==> config.mk <==
export PLATFORM = sky130hd
export DESIGN_NAME = hilo_ctrl
export DESIGN_NICKNAME = d
export VERILOG_FILES = /design/src/rtl/mult_div_pkg.sv /design/src/rtl/hilo_ctrl_div_core.sv /design/src/rtl/hilo_ctrl.sv
export SDC_FILE = /design/constraint.sdc
export NUM_CORES = 1
export LEC_CHECK = 0
export CORE_UTILIZATION = 50
export DETAILED_ROUTE_END_ITERATION = 10
export GPL_TIMING_DRIVEN = 0
export PLACE_DENSITY_LB_ADDON = 0.3
export SYNTH_ARGS = -nofsm -noshare
export SYNTH_HDL_FRONTEND = slang
export SYNTH_SLANG_ARGS = --single-unit
==> constraint.sdc <==
create_clock -name clk -period 4.3 [get_ports clk]
set_input_delay 0.43 -clock clk [delete_from_list [all_inputs] [get_ports clk]]
set_output_delay 0.43 -clock clk [all_outputs]
set_load 0.03 [all_outputs]
==> src/rtl/mult_div_pkg.sv <==
// Shared constants and state encoding for the mult/div HI/LO stage.
package mult_div_pkg;
  localparam int WORD      = 32;
  localparam int DIV_STEPS = 32;
  localparam int CNT_W     = $clog2(DIV_STEPS);

  typedef enum logic [1:0] {IDLE, MUL_WAIT, DIV_RUN, DIV_FIX} state_t;
endpackage

==> src/rtl/hilo_ctrl_div_core.sv <==
// Restoring signed divider: magnitude load, one shift/subtract step per cycle, sign-fixed results.
module div_core
  import mult_div_pkg::*;
(
  input  logic            clk,
  input  logic            reset,
  input  logic            load,
  input  logic            step,
  input  logic [WORD-1:0] a,
  input  logic [WORD-1:0] b,
  output logic [WORD-1:0] quo,
  output logic [WORD-1:0] rem
);
  logic [WORD-1:0] q_r, r_r, d_r;
  logic            neg_q, neg_r;
  logic [WORD:0]   shifted, trial;

  // One extra bit keeps the trial sign valid when |b| is 2^31.
  assign shifted = {r_r, q_r[WORD-1]};
  assign trial   = shifted - {1'b0, d_r};

  always_ff @(posedge clk or negedge reset) begin
    if (!reset) begin
      q_r   <= '0;
      r_r   <= '0;
      d_r   <= '0;
      neg_q <= 1'b0;
      neg_r <= 1'b0;
    end else if (load) begin
      q_r   <= a[WORD-1] ? -a : a;
      d_r   <= b[WORD-1] ? -b : b;
      r_r   <= '0;
      neg_r <= a[WORD-1];
      neg_q <= a[WORD-1] ^ b[WORD-1];
    end else if (step) begin
      q_r <= {q_r[WORD-2:0], ~trial[WORD]};
      r_r <= trial[WORD] ? shifted[WORD-1:0] : trial[WORD-1:0];
    end
  end

  assign quo = neg_q ? -q_r : q_r;
  assign rem = neg_r ? -r_r : r_r;
endmodule

==> src/rtl/hilo_ctrl.sv <==
// Mult/div control and HI/LO registers; multiplier is external, divider is the div_core iterator.
module hilo_ctrl
  import mult_div_pkg::*;
#(
  parameter int WIDTH    = 32,
  parameter int MULT_LAT = 2
) (
  input  logic             clk,
  input  logic             reset,
  input  logic             op_mult,
  input  logic             op_div,
  input  logic [WIDTH-1:0] a,
  input  logic [WIDTH-1:0] b,
  input  logic             mthi,
  input  logic             mtlo,
  input  logic [WIDTH-1:0] wdata,
  output logic [WIDTH-1:0] mul_a,
  output logic [WIDTH-1:0] mul_b,
  input  logic [WIDTH-1:0] mul_hi,
  input  logic [WIDTH-1:0] mul_low,
  output logic [WIDTH-1:0] hi,
  output logic [WIDTH-1:0] low,
  output logic             busy,
  output logic             done,
  output logic             div_zero
);
  localparam int CW = (MULT_LAT >= DIV_STEPS) ? $clog2(MULT_LAT + 1) : CNT_W;

  state_t           state, state_n;
  logic [CW-1:0]    cnt;
  logic             dz_pend;
  logic             take_mul, take_div, take_dz, wr_hi, wr_lo, mul_wr, div_step, div_wr;
  logic [WIDTH-1:0] quo, rem;
  logic             b_zero, mul_last, div_last;

  assign b_zero   = (b == '0);
  assign mul_last = (cnt == CW'(MULT_LAT));
  assign div_last = (cnt == CW'(DIV_STEPS - 1));

  always_ff @(posedge clk or negedge reset) begin
    if (!reset) state <= IDLE;
    else        state <= state_n;
  end

  always_comb begin
    state_n = state;
    case (state)
      IDLE:     if (op_mult) state_n = MUL_WAIT;
                else if (op_div && !b_zero) state_n = DIV_RUN;
      MUL_WAIT: if (mul_last) state_n = IDLE;
      DIV_RUN:  if (div_last) state_n = DIV_FIX;
      DIV_FIX:  state_n = IDLE;
      default:  state_n = IDLE;
    endcase
  end

  always_comb begin
    take_mul = 1'b0;
    take_div = 1'b0;
    take_dz  = 1'b0;
    wr_hi    = 1'b0;
    wr_lo    = 1'b0;
    mul_wr   = 1'b0;
    div_step = 1'b0;
    div_wr   = 1'b0;
    case (state)
      IDLE: begin
        take_mul = op_mult;
        take_div = !op_mult && op_div && !b_zero;
        take_dz  = !op_mult && op_div && b_zero;
        wr_hi    = !op_mult && !op_div && mthi;
        wr_lo    = !op_mult && !op_div && mtlo;
      end
      MUL_WAIT: mul_wr   = mul_last;
      DIV_RUN:  div_step = 1'b1;
      DIV_FIX:  div_wr   = 1'b1;
      default: ;
    endcase
  end

  assign busy = (state != IDLE);

  always_ff @(posedge clk or negedge reset) begin
    if (!reset) begin
      cnt      <= '0;
      dz_pend  <= 1'b0;
      done     <= 1'b0;
      div_zero <= 1'b0;
      mul_a    <= '0;
      mul_b    <= '0;
      hi       <= '0;
      low      <= '0;
    end else begin
      dz_pend <= take_dz;
      done    <= mul_wr | div_wr | dz_pend;
      if (take_mul) begin
        mul_a <= a;
        mul_b <= b;
        cnt   <= CW'(1);
      end else if (take_div) begin
        cnt <= '0;
      end else if (state == MUL_WAIT || state == DIV_RUN) begin
        cnt <= cnt + 1'b1;
      end
      if (take_dz)                  div_zero <= 1'b1;
      else if (take_mul || take_div) div_zero <= 1'b0;
      // Multiplier port words arrive swapped: mul_low carries the upper product half.
      if (mul_wr) begin
        hi  <= mul_low;
        low <= mul_hi;
      end else if (div_wr) begin
        hi  <= rem;
        low <= quo;
      end else begin
        if (wr_hi) hi  <= wdata;
        if (wr_lo) low <= wdata;
      end
    end
  end

  div_core u_div (
    .clk   (clk),
    .reset (reset),
    .load  (take_div),
    .step  (div_step),
    .a     (a),
    .b     (b),
    .quo   (quo),
    .rem   (rem)
  );
endmodule

## After elaboration in Yosys (flattened, before gate mapping)

Cells that the tools add are included.

- $add $sub $neg: 6
- Equality and inequality tests: 8
- Multiplexer cells: 33
- Bitwise logic cells: 4
- Reduce and logical (&&, ||, !) cells: 21

Operators with widths:

| operator | count |
|---|---|
| $mux 32 | 15 |
| $neg 32->32 | 4 |
| $sub 33x32->33 | 1 |
| $logic_not 32->1 | 1 |
| $mux 5 | 3 |
| $mux 1 | 10 |
| $reduce_bool 3->1 | 3 |
| $mux 2 | 4 |
| $pmux 2 s4 | 1 |
| $logic_and 1x1->1 | 7 |
| $reduce_bool 2->1 | 3 |
| $add 5x1->5 const B | 1 |
| $eq 5x2->1 const B | 1 |
| $eq 5x5->1 const B | 1 |
| $eq 2x2->1 const B | 2 |
| $ne 2x2->1 const B | 2 |
| $logic_not 1->1 | 3 |
| $ne 3x3->1 const B | 1 |
| $reduce_and 3->1 | 1 |
| $eq 2x1->1 const B | 1 |
| $logic_not 2->1 | 1 |
| $logic_or 1x1->1 | 2 |
| $or 1x1->1 | 2 |
| $not 1->1 | 1 |
| $xor 1x1->1 | 1 |

- Bits in registers: 236

## Longest topological paths before layout

Gate-level depths: netlist (run 1).

- Depth after elaboration: 7
- Mapped depth: 13

## Cells and area by module

From an unflattened synthesis (run 1), not the netlist that was laid out.

- Cells, all modules: 1651
- Area total of the unflattened synthesis: 15912.8 sq um

Modules (own cells, without submodules):

| module | times used | cells each | area each (sq um) | seq. area each (sq um) |
|---|---|---|---|---|
| div_core | 1 | 1064 | 8708.4 | 2452.4 |
| hilo_ctrl | 1 | 587 | 7204.4 | 3453.3 |

## Least setup slack after synthesis (run 1)

Ideal clock, no wire load.

- Path type: register to register
- From: reg u_div.r_r[22]
- To: reg u_div.r_r[13]
- Setup time: 94 ps
- Arrival time: 2936 ps
- Data required time: 4206 ps
- Path slack: 1270 ps
- Cell stages (with the launch flop): 13
- Path buffers: 2
- Clock period less this slack: 3030 ps
- Path through: dfrtp_1 > ha_1 > buf_2 > and4_1 > nand3_1 > or3_1 > nor3_1 > a21oi_1 > a21oi_1 > nor2_4 > buf_2 > mux2i_1 > a211oi_1

- Cells in the longest elaborated chain, start to end: 4

Ends and longest elaborated chain:

| what | line | text |
|---|---|---|
| start: declaration | hilo_ctrl_div_core.sv:14 | `logic [WORD-1:0] q_r, r_r, d_r;` |
| start signal: assignment | hilo_ctrl_div_core.sv:37 | `r_r <= trial[WORD] ? shifted[WORD-1:0] : trial[WORD-1:0];` |
| $sub 33x32->33 | hilo_ctrl_div_core.sv:20 | `assign trial = shifted - {1'b0, d_r};` |
| $mux 32 | hilo_ctrl_div_core.sv:37 |  |
| $mux 32 | hilo_ctrl_div_core.sv:35 | `end else if (step) begin` |
| $mux 32 | hilo_ctrl_div_core.sv:29 | `end else if (load) begin` |

No other way between the ends. The select of a mux whose other input is x is not followed.
A chain may end at the register's enable or synchronous reset.

## Worst setup path after layout (run 1)

- From: reg u_div.q_r[31]
- To: reg u_div.r_r[22]

- Cells in the longest elaborated chain, start to end: 4

Ends and longest elaborated chain:

| what | line | text |
|---|---|---|
| start: declaration | hilo_ctrl_div_core.sv:14 |  |
| start signal: assignment | hilo_ctrl_div_core.sv:30 | `q_r <= a[WORD-1] ? -a : a;` |
| start signal: assignment | hilo_ctrl_div_core.sv:36 | `q_r <= {q_r[WORD-2:0], ~trial[WORD]};` |
| $sub 33x32->33 | hilo_ctrl_div_core.sv:20 |  |
| $mux 32 | hilo_ctrl_div_core.sv:37 |  |
| $mux 32 | hilo_ctrl_div_core.sv:35 |  |
| $mux 32 | hilo_ctrl_div_core.sv:29 |  |

No other way between the ends. The select of a mux whose other input is x is not followed.

==> results of run 1 <==
-- sequential cells by signal, summed over array words and instances, names as in the netlist --
register	count
hi	32
low	32
mul_a	32
mul_b	32
u_div.d_r	32
u_div.q_r	32
u_div.r_r	32
cnt	5
state	2
div_zero	1
done	1
dz_pend	1
u_div.neg_q	1
u_div.neg_r	1
-- cells by family after synthesis --
| group | after synthesis |
|---|---|
| buffers and inverters | 153 |
| multiplexers | 117 |
| XOR/XNOR | 144 |
| AND/OR/NAND/NOR | 472 |
| flip-flops | 236 |
| AO/OA/AOI/OAI | 521 |
| adder cells (fa/ha/maj) | 44 |
-- worst reg2reg max path, stage by stage (launching register included) --
cell	delay, ps
dfrtp_1	450
inv_1	140
ha_1	230
fa_1	410
nand2b_1	200
a21oi_1	200
o21ai_0	210
o2111ai_1	350
a21oi_1	220
a21oi_1	600
nor2_4	190
buf_2	300
mux2i_1	160
a211oi_1	260
-- through the flow --
step / setup TNS (ps) / hold slack, ps
after global placement: -1721680 / 461
after floorplan: 0 / 134
final: 0 / 353
after detailed placement: 0 / 350
after global routing: 0 / 383
after CTS: 0 / 376
-- area by class of cell --
class | instances | area, um2 | area share
Multi-Input combinational cell | 1298 | 8490 | 0.435
Sequential cell | 236 | 5910 | 0.303
Timing Repair Buffer | 299 | 3030 | 0.155
Clock buffer | 39 | 782 | 0.0401
Tap cell | 390 | 488 | 0.0250
Buffer | 94 | 398 | 0.0204
Inverter | 59 | 221 | 0.0113
Clock inverter | 12 | 196 | 0.0101
-- power by group --
part           switching, mW  leakage, nW  internal, mW
registers               1.10         2.83          3.35
clock network          0.977        0.483          1.56
logic                   6.67         4.68          4.55
total                   8.74         7.99          9.46
-- synth_stat cells, types with 11 or more instances --
cell type  number  area [um2]
dfrtp_1       236        5910
nand2_1       192         721
o21ai_0       174         871
a21oi_1       143         716
nor2_1        107         402
xnor2_1        90         788
clkbuf_1       69         259
mux2_2         60         676
inv_1          58         218
mux2i_1        57         571
xor2_1         54         473
ha_1           43         538
a211oi_1       42         315
nor3_1         27         135
o31ai_1        25         188
nand3_1        24         120
or3_1          18         113
o21ai_1        17        85.1
o22ai_1        16         100
a21o_1         15         113
a31oi_1        15        93.8
or4_1          15         113
buf_2          14        70.1
nand2b_1       14        87.6
nor2b_1        14        87.6
nor4_1         11        68.8
-- final timing paths --
kind,startpoint,to,slack [ps],cells past startpoint
setup / recovery,u_div.q_r[31]$_DFFE_PN0P_,u_div.r_r[22]$_DFFE_PN0P_,280,13
hold / removal,reset,u_div.r_r[12]$_DFFE_PN0P_,350,2
setup reg to reg,u_div.q_r[31]$_DFFE_PN0P_,u_div.r_r[22]$_DFFE_PN0P_,280,13
hold reg to reg,low[28]$_DFFE_PN0P_,low[28]$_DFFE_PN0P_,480,2
max in group asynchronous,reset,low[14]$_DFFE_PN0P_,3080,3
min in group clk,low[28]$_DFFE_PN0P_,low[28]$_DFFE_PN0P_,480,2
-- routing by layer --
layer | share of wire | vias to the layer above
met5 | 0 | -
met4 | 0.039 | 0
met3 | 0.085 | 117
met1 | 0.42 | 6989
met2 | 0.45 | 748
li1 | - | 6707
-- what timing repair did --
| action | 4_1_cts | 5_1_grt |
|---|---|---|
| setup buffers | 0 | 0 |
| hold buffers | 1 | 0 |
| endpoints found under the hold margin | 42 | 0 |
==> flow_metrics.env, run 1 <==
export IMPL_status="completed"
export IMPL_endpoint_kind="flop"
export IMPL_clock_skew_ps=16.0
export IMPL_path_common_cell="a21oi_1"
export IMPL_clock_path_buffers=3
export IMPL_synth_edf_count=0
export IMPL_worst_pin_slew_ps=922
export IMPL_synthesis_nets=1897
export IMPL_die_x_um=175
export IMPL_clock_latency_ps=560
export IMPL_nets=2226
export IMPL_setup_violations=0
export IMPL_async_reset_ff_frac=1.00
export IMPL_synth_fa_ha_area_frac=0.0372
export IMPL_grt_start_max_net_pins=99
export IMPL_drt_iter0_drc=1511
export IMPL_cp_top_family="compound AO/OA/AOI/OAI gates"
export IMPL_gp_congestion=0.958
export IMPL_crit_required_ps=4760
export IMPL_drt_total_wl_um=50000
export IMPL_synth_seq_cells=236
export IMPL_met1_usage=0.446
export IMPL_grt_pass1_wl_um=78300
export IMPL_cts_tree="built"
export IMPL_drcViolationCount=0
export IMPL_initial_core_util=0.508
export IMPL_cp_start_kind="flop"
export IMPL_vdd_ir_drop_worst_v=0.000474
export IMPL_netlist_area_um2=15000
export IMPL_routed_via_count=14600
export IMPL_layout_commonest_cell="clkdlybuf4s50_1"
export IMPL_finalMaxSlewViolations=0
export IMPL_fin_ws_ps=279
export IMPL_core_um2=29600
export IMPL_fin_area_um2=19500
export IMPL_use_met2=0.514
export IMPL_routed_via_density=6.00
export IMPL_synth_xor_area_share=0.0840
export IMPL_hpwl_um=38100
export IMPL_placementRows=63
export IMPL_worst_path_largest_cell_delay_ps=600
export IMPL_grt_ovfl_total=0
export IMPL_synthMuxAreaShare=0.0830
export IMPL_syn_area_per_cell_um2=8.90
export IMPL_n_fill_cell=2442
export IMPL_pre_cts_ws_ps=356
export IMPL_rsz0062_at_grt="false"
export IMPL_layout_drive_gt1_share=0.0761
export IMPL_placed_cell_area_um2=18500
export IMPL_cts_htree_levels=1
export IMPL_synth_top_family_by_area="compound AO/OA/AOI/OAI gates"
export IMPL_cp_arrival_ps=4480
export IMPL_synth_cell_types=78
export IMPL_slowest_stage="a21oi_1"
export IMPL_critPathKind="flop to flop"
export IMPL_root_buffer="clkbuf_16"
export IMPL_p_leak_nw=7.99
export IMPL_cp_cell_sequence="inv_1 > ha_1 > fa_1 > nand2b_1 > a21oi_1 > o21ai_0 > o2111ai_1 > a21oi_1 > a21oi_1 > nor2_4 > buf_2 > mux2i_1 > a211oi_1"
export IMPL_total_power_mw=18.2
export IMPL_final_antenna_net_count=0
export IMPL_ios=297
export IMPL_cts_sinks=236
export IMPL_max_freq_ghz=0.249
export IMPL_cp_max_fo=10
export IMPL_p_per_area_nw_per_um2=933
export IMPL_grt_usage=0.323
export IMPL_syn_to_final_growth_pct=30.0
export IMPL_synthCells=1687
export IMPL_path_buf_inv=2
export IMPL_numCtsBuffers=28
export IMPL_drv_cap=0
export IMPL_dieArea_um2=30700
export IMPL_ys_seq_area_frac=0.393
export IMPL_fin_crit_sh=0.935
export IMPL_max_slew_margin=0.381
export IMPL_clkTransAtPathRegs_ps=60
export IMPL_wl_per_cell_um=20.6
export IMPL_fin_crit_ps=4020
export IMPL_use_met3=0.0535
export IMPL_yosys_warnings=0
export IMPL_postCtsResizedCells=0
export IMPL_synth_compound_area_share=0.213
export IMPL_fin_cells=2427
export IMPL_hold_viol_final=0
export IMPL_chipHeight_um=175
export IMPL_placed_cells=2375
export IMPL_ys_flop_type="dfrtp_1"
export IMPL_grt_pass1_vias=14100
export IMPL_synthSimpleGateAreaFrac=0.148
export IMPL_diodes=0
export IMPL_top_usage_layer="met2"
export IMPL_fin_util=0.660
export IMPL_hold_path_class="input pin to async pin"
export IMPL_layout_common_cells="295 x clkdlybuf4s50_1, 236 x dfrtp_1, 192 x nand2_1"
export IMPL_antenna_found_initial=0
export IMPL_drt_pass1_iter_count=9
export IMPL_portBuffers=296
Note: power is estimated with default switching activity, not from simulation.
==> inputs of run 2 (changes only) <==
- ABC_CLOCK_PERIOD_IN_PS: not set -> 4300
- CTS_CLUSTER_DIAMETER: not set -> 40
==> flow_metrics.env, run 2 (same netlist as run 1, synthesis figures left out) <==
export IMPL_fin_ws_ps=280
export IMPL_cts_sinks=236
export IMPL_worst_pin_slew_ps=939
export IMPL_slowest_stage="a21oi_1"
export IMPL_layout_common_cells="295 x clkdlybuf4s50_1, 236 x dfrtp_1, 192 x nand2_1"
export IMPL_initial_core_util=0.508
export IMPL_status="completed"
export IMPL_hpwl_um=38100
export IMPL_drt_total_wl_um=50200
export IMPL_portBuffers=296
export IMPL_cp_cell_sequence="inv_1 > ha_1 > fa_1 > nand2b_1 > a21oi_1 > o21ai_0 > o2111ai_1 > a21oi_1 > a21oi_1 > nor2_4 > buf_2 > mux2i_1 > a211oi_1"
export IMPL_clock_latency_ps=540
export IMPL_drt_pass1_iter_count=8
export IMPL_numCtsBuffers=40
export IMPL_timing_rr_start="u_div.q_r[31]$_DFFE_PN0P_"
export IMPL_worst_path_largest_cell_delay_ps=590
export IMPL_placed_cell_area_um2=18500
export IMPL_fin_area_um2=20000
export IMPL_gp_congestion=0.958
export IMPL_crit_required_ps=4730
export IMPL_setup_violations=0
export IMPL_fin_util=0.675
export IMPL_core_um2=29600
export IMPL_layout_drive_gt1_share=0.0879
export IMPL_fin_cells=2449
export IMPL_grt_ovfl_total=0
export IMPL_hold_path_class="input pin to async pin"
export IMPL_cts_htree_levels=2
export IMPL_routed_via_count=14600
export IMPL_p_per_area_nw_per_um2=954
export IMPL_drcViolationCount=0
export IMPL_r2r_end="u_div.r_r[22]$_DFFE_PN0P_"
export IMPL_cts_tree="built"
export IMPL_cp_max_fo=10
export IMPL_fin_crit_sh=0.935
export IMPL_path_buf_inv=2
export IMPL_pre_cts_ws_ps=356
export IMPL_max_slew_margin=0.369
export IMPL_cp_top_family="compound AO/OA/AOI/OAI gates"
export IMPL_syn_to_final_growth_pct=32.9
export IMPL_root_buffer="clkbuf_16"
export IMPL_final_antenna_net_count=0
export IMPL_wl_per_cell_um=20.5
export IMPL_fin_crit_ps=4020
export IMPL_p_leak_nw=8.19
export IMPL_critPathKind="flop to flop"
export IMPL_hold_buffers=1
export IMPL_post_cts_buffers=0
export IMPL_grt_usage=0.326
export IMPL_clkTransAtPathRegs_ps=60
export IMPL_chipHeight_um=175
export IMPL_grt_start_max_net_pins=99
export IMPL_endpoint_kind="flop"
export IMPL_nets=2238
export IMPL_cp_arrival_ps=4450
export IMPL_setup_tns_ps=0
export IMPL_finalMaxSlewViolations=0
export IMPL_diodes=0
export IMPL_max_freq_ghz=0.249
export IMPL_total_power_mw=19.0
export IMPL_n_fill_cell=2383
export IMPL_multi_input_area_um2=8490
export IMPL_rsz0062_at_grt="false"
export IMPL_ios=297
export IMPL_vdd_ir_drop_worst_v=0.000521
export IMPL_clock_path_buffers=3
export IMPL_seq_area_um2=5910
export IMPL_layout_commonest_cell="clkdlybuf4s50_1"
export IMPL_placed_cells=2375
export IMPL_hold_ws_ps=387
export IMPL_reg2reg_slack_ps=280
export IMPL_grt_pass1_vias=14200
export IMPL_routed_via_density=5.97
export IMPL_hold_viol_final=0
export IMPL_dieArea_um2=30700
export IMPL_drv_cap=0
export IMPL_crit_start="u_div.q_r[31]$_DFFE_PN0P_"
export IMPL_rr_worst_depth=13
export IMPL_path_common_cell="a21oi_1"
export IMPL_antenna_found_initial=0
export IMPL_die_x_um=175
export IMPL_cp_start_kind="flop"
export IMPL_clock_skew_ps=24.2
export IMPL_grt_pass1_wl_um=78500
export IMPL_postCtsResizedCells=0
export IMPL_drt_iter0_drc=1343
export IMPL_placementRows=63
run 2: report_power, final:
part / internal (mW) / switching (mW)
sequential: 3.35 / 1.10
combinational: 4.55 / 6.68
clock: 2.14 / 1.22
run 2: area by class of cell:
type                            count  area share
Buffer                             94      0.0199
Clock buffer                       46      0.0539
Clock inverter                     27      0.0169
Inverter                           59      0.0111
Multi-Input combinational cell   1298       0.426
Sequential cell                   236       0.296
Tap cell                          390      0.0245
Timing Repair Buffer              299       0.152
run 2: how the worst max path moves through the flow:
stage / to / slack [ps] / cells after the start
after floorplan: u_div.r_r[13]$_DFFE_PN0P_ / 1270 / 12
after global placement: mul_a[23]$_DFFE_PN0P_ / -7320 / 1
after detailed placement: u_div.r_r[22]$_DFFE_PN0P_ / 360 / 13
after CTS: u_div.r_r[22]$_DFFE_PN0P_ / 320 / 13
after global routing: u_div.r_r[22]$_DFFE_PN0P_ / 30 / 13
final: u_div.r_r[22]$_DFFE_PN0P_ / 280 / 13
run 2: routing by layer:
layer  track usage  share of wire  vias to the layer above
met5             0              0                        -
met4         0.131          0.041                        0
met3        0.0736          0.092                      135
met2         0.502           0.45                      744
met1         0.443           0.42                     7006
li1              -              -                     6728
run 2: worst reg2reg max path: stages (launching register included):
cell	delay [ps]
dfrtp_1	460
inv_1	150
ha_1	230
fa_1	410
nand2b_1	200
a21oi_1	200
o21ai_0	200
o2111ai_1	330
a21oi_1	210
a21oi_1	590
nor2_4	200
buf_2	300
mux2i_1	170
a211oi_1	270
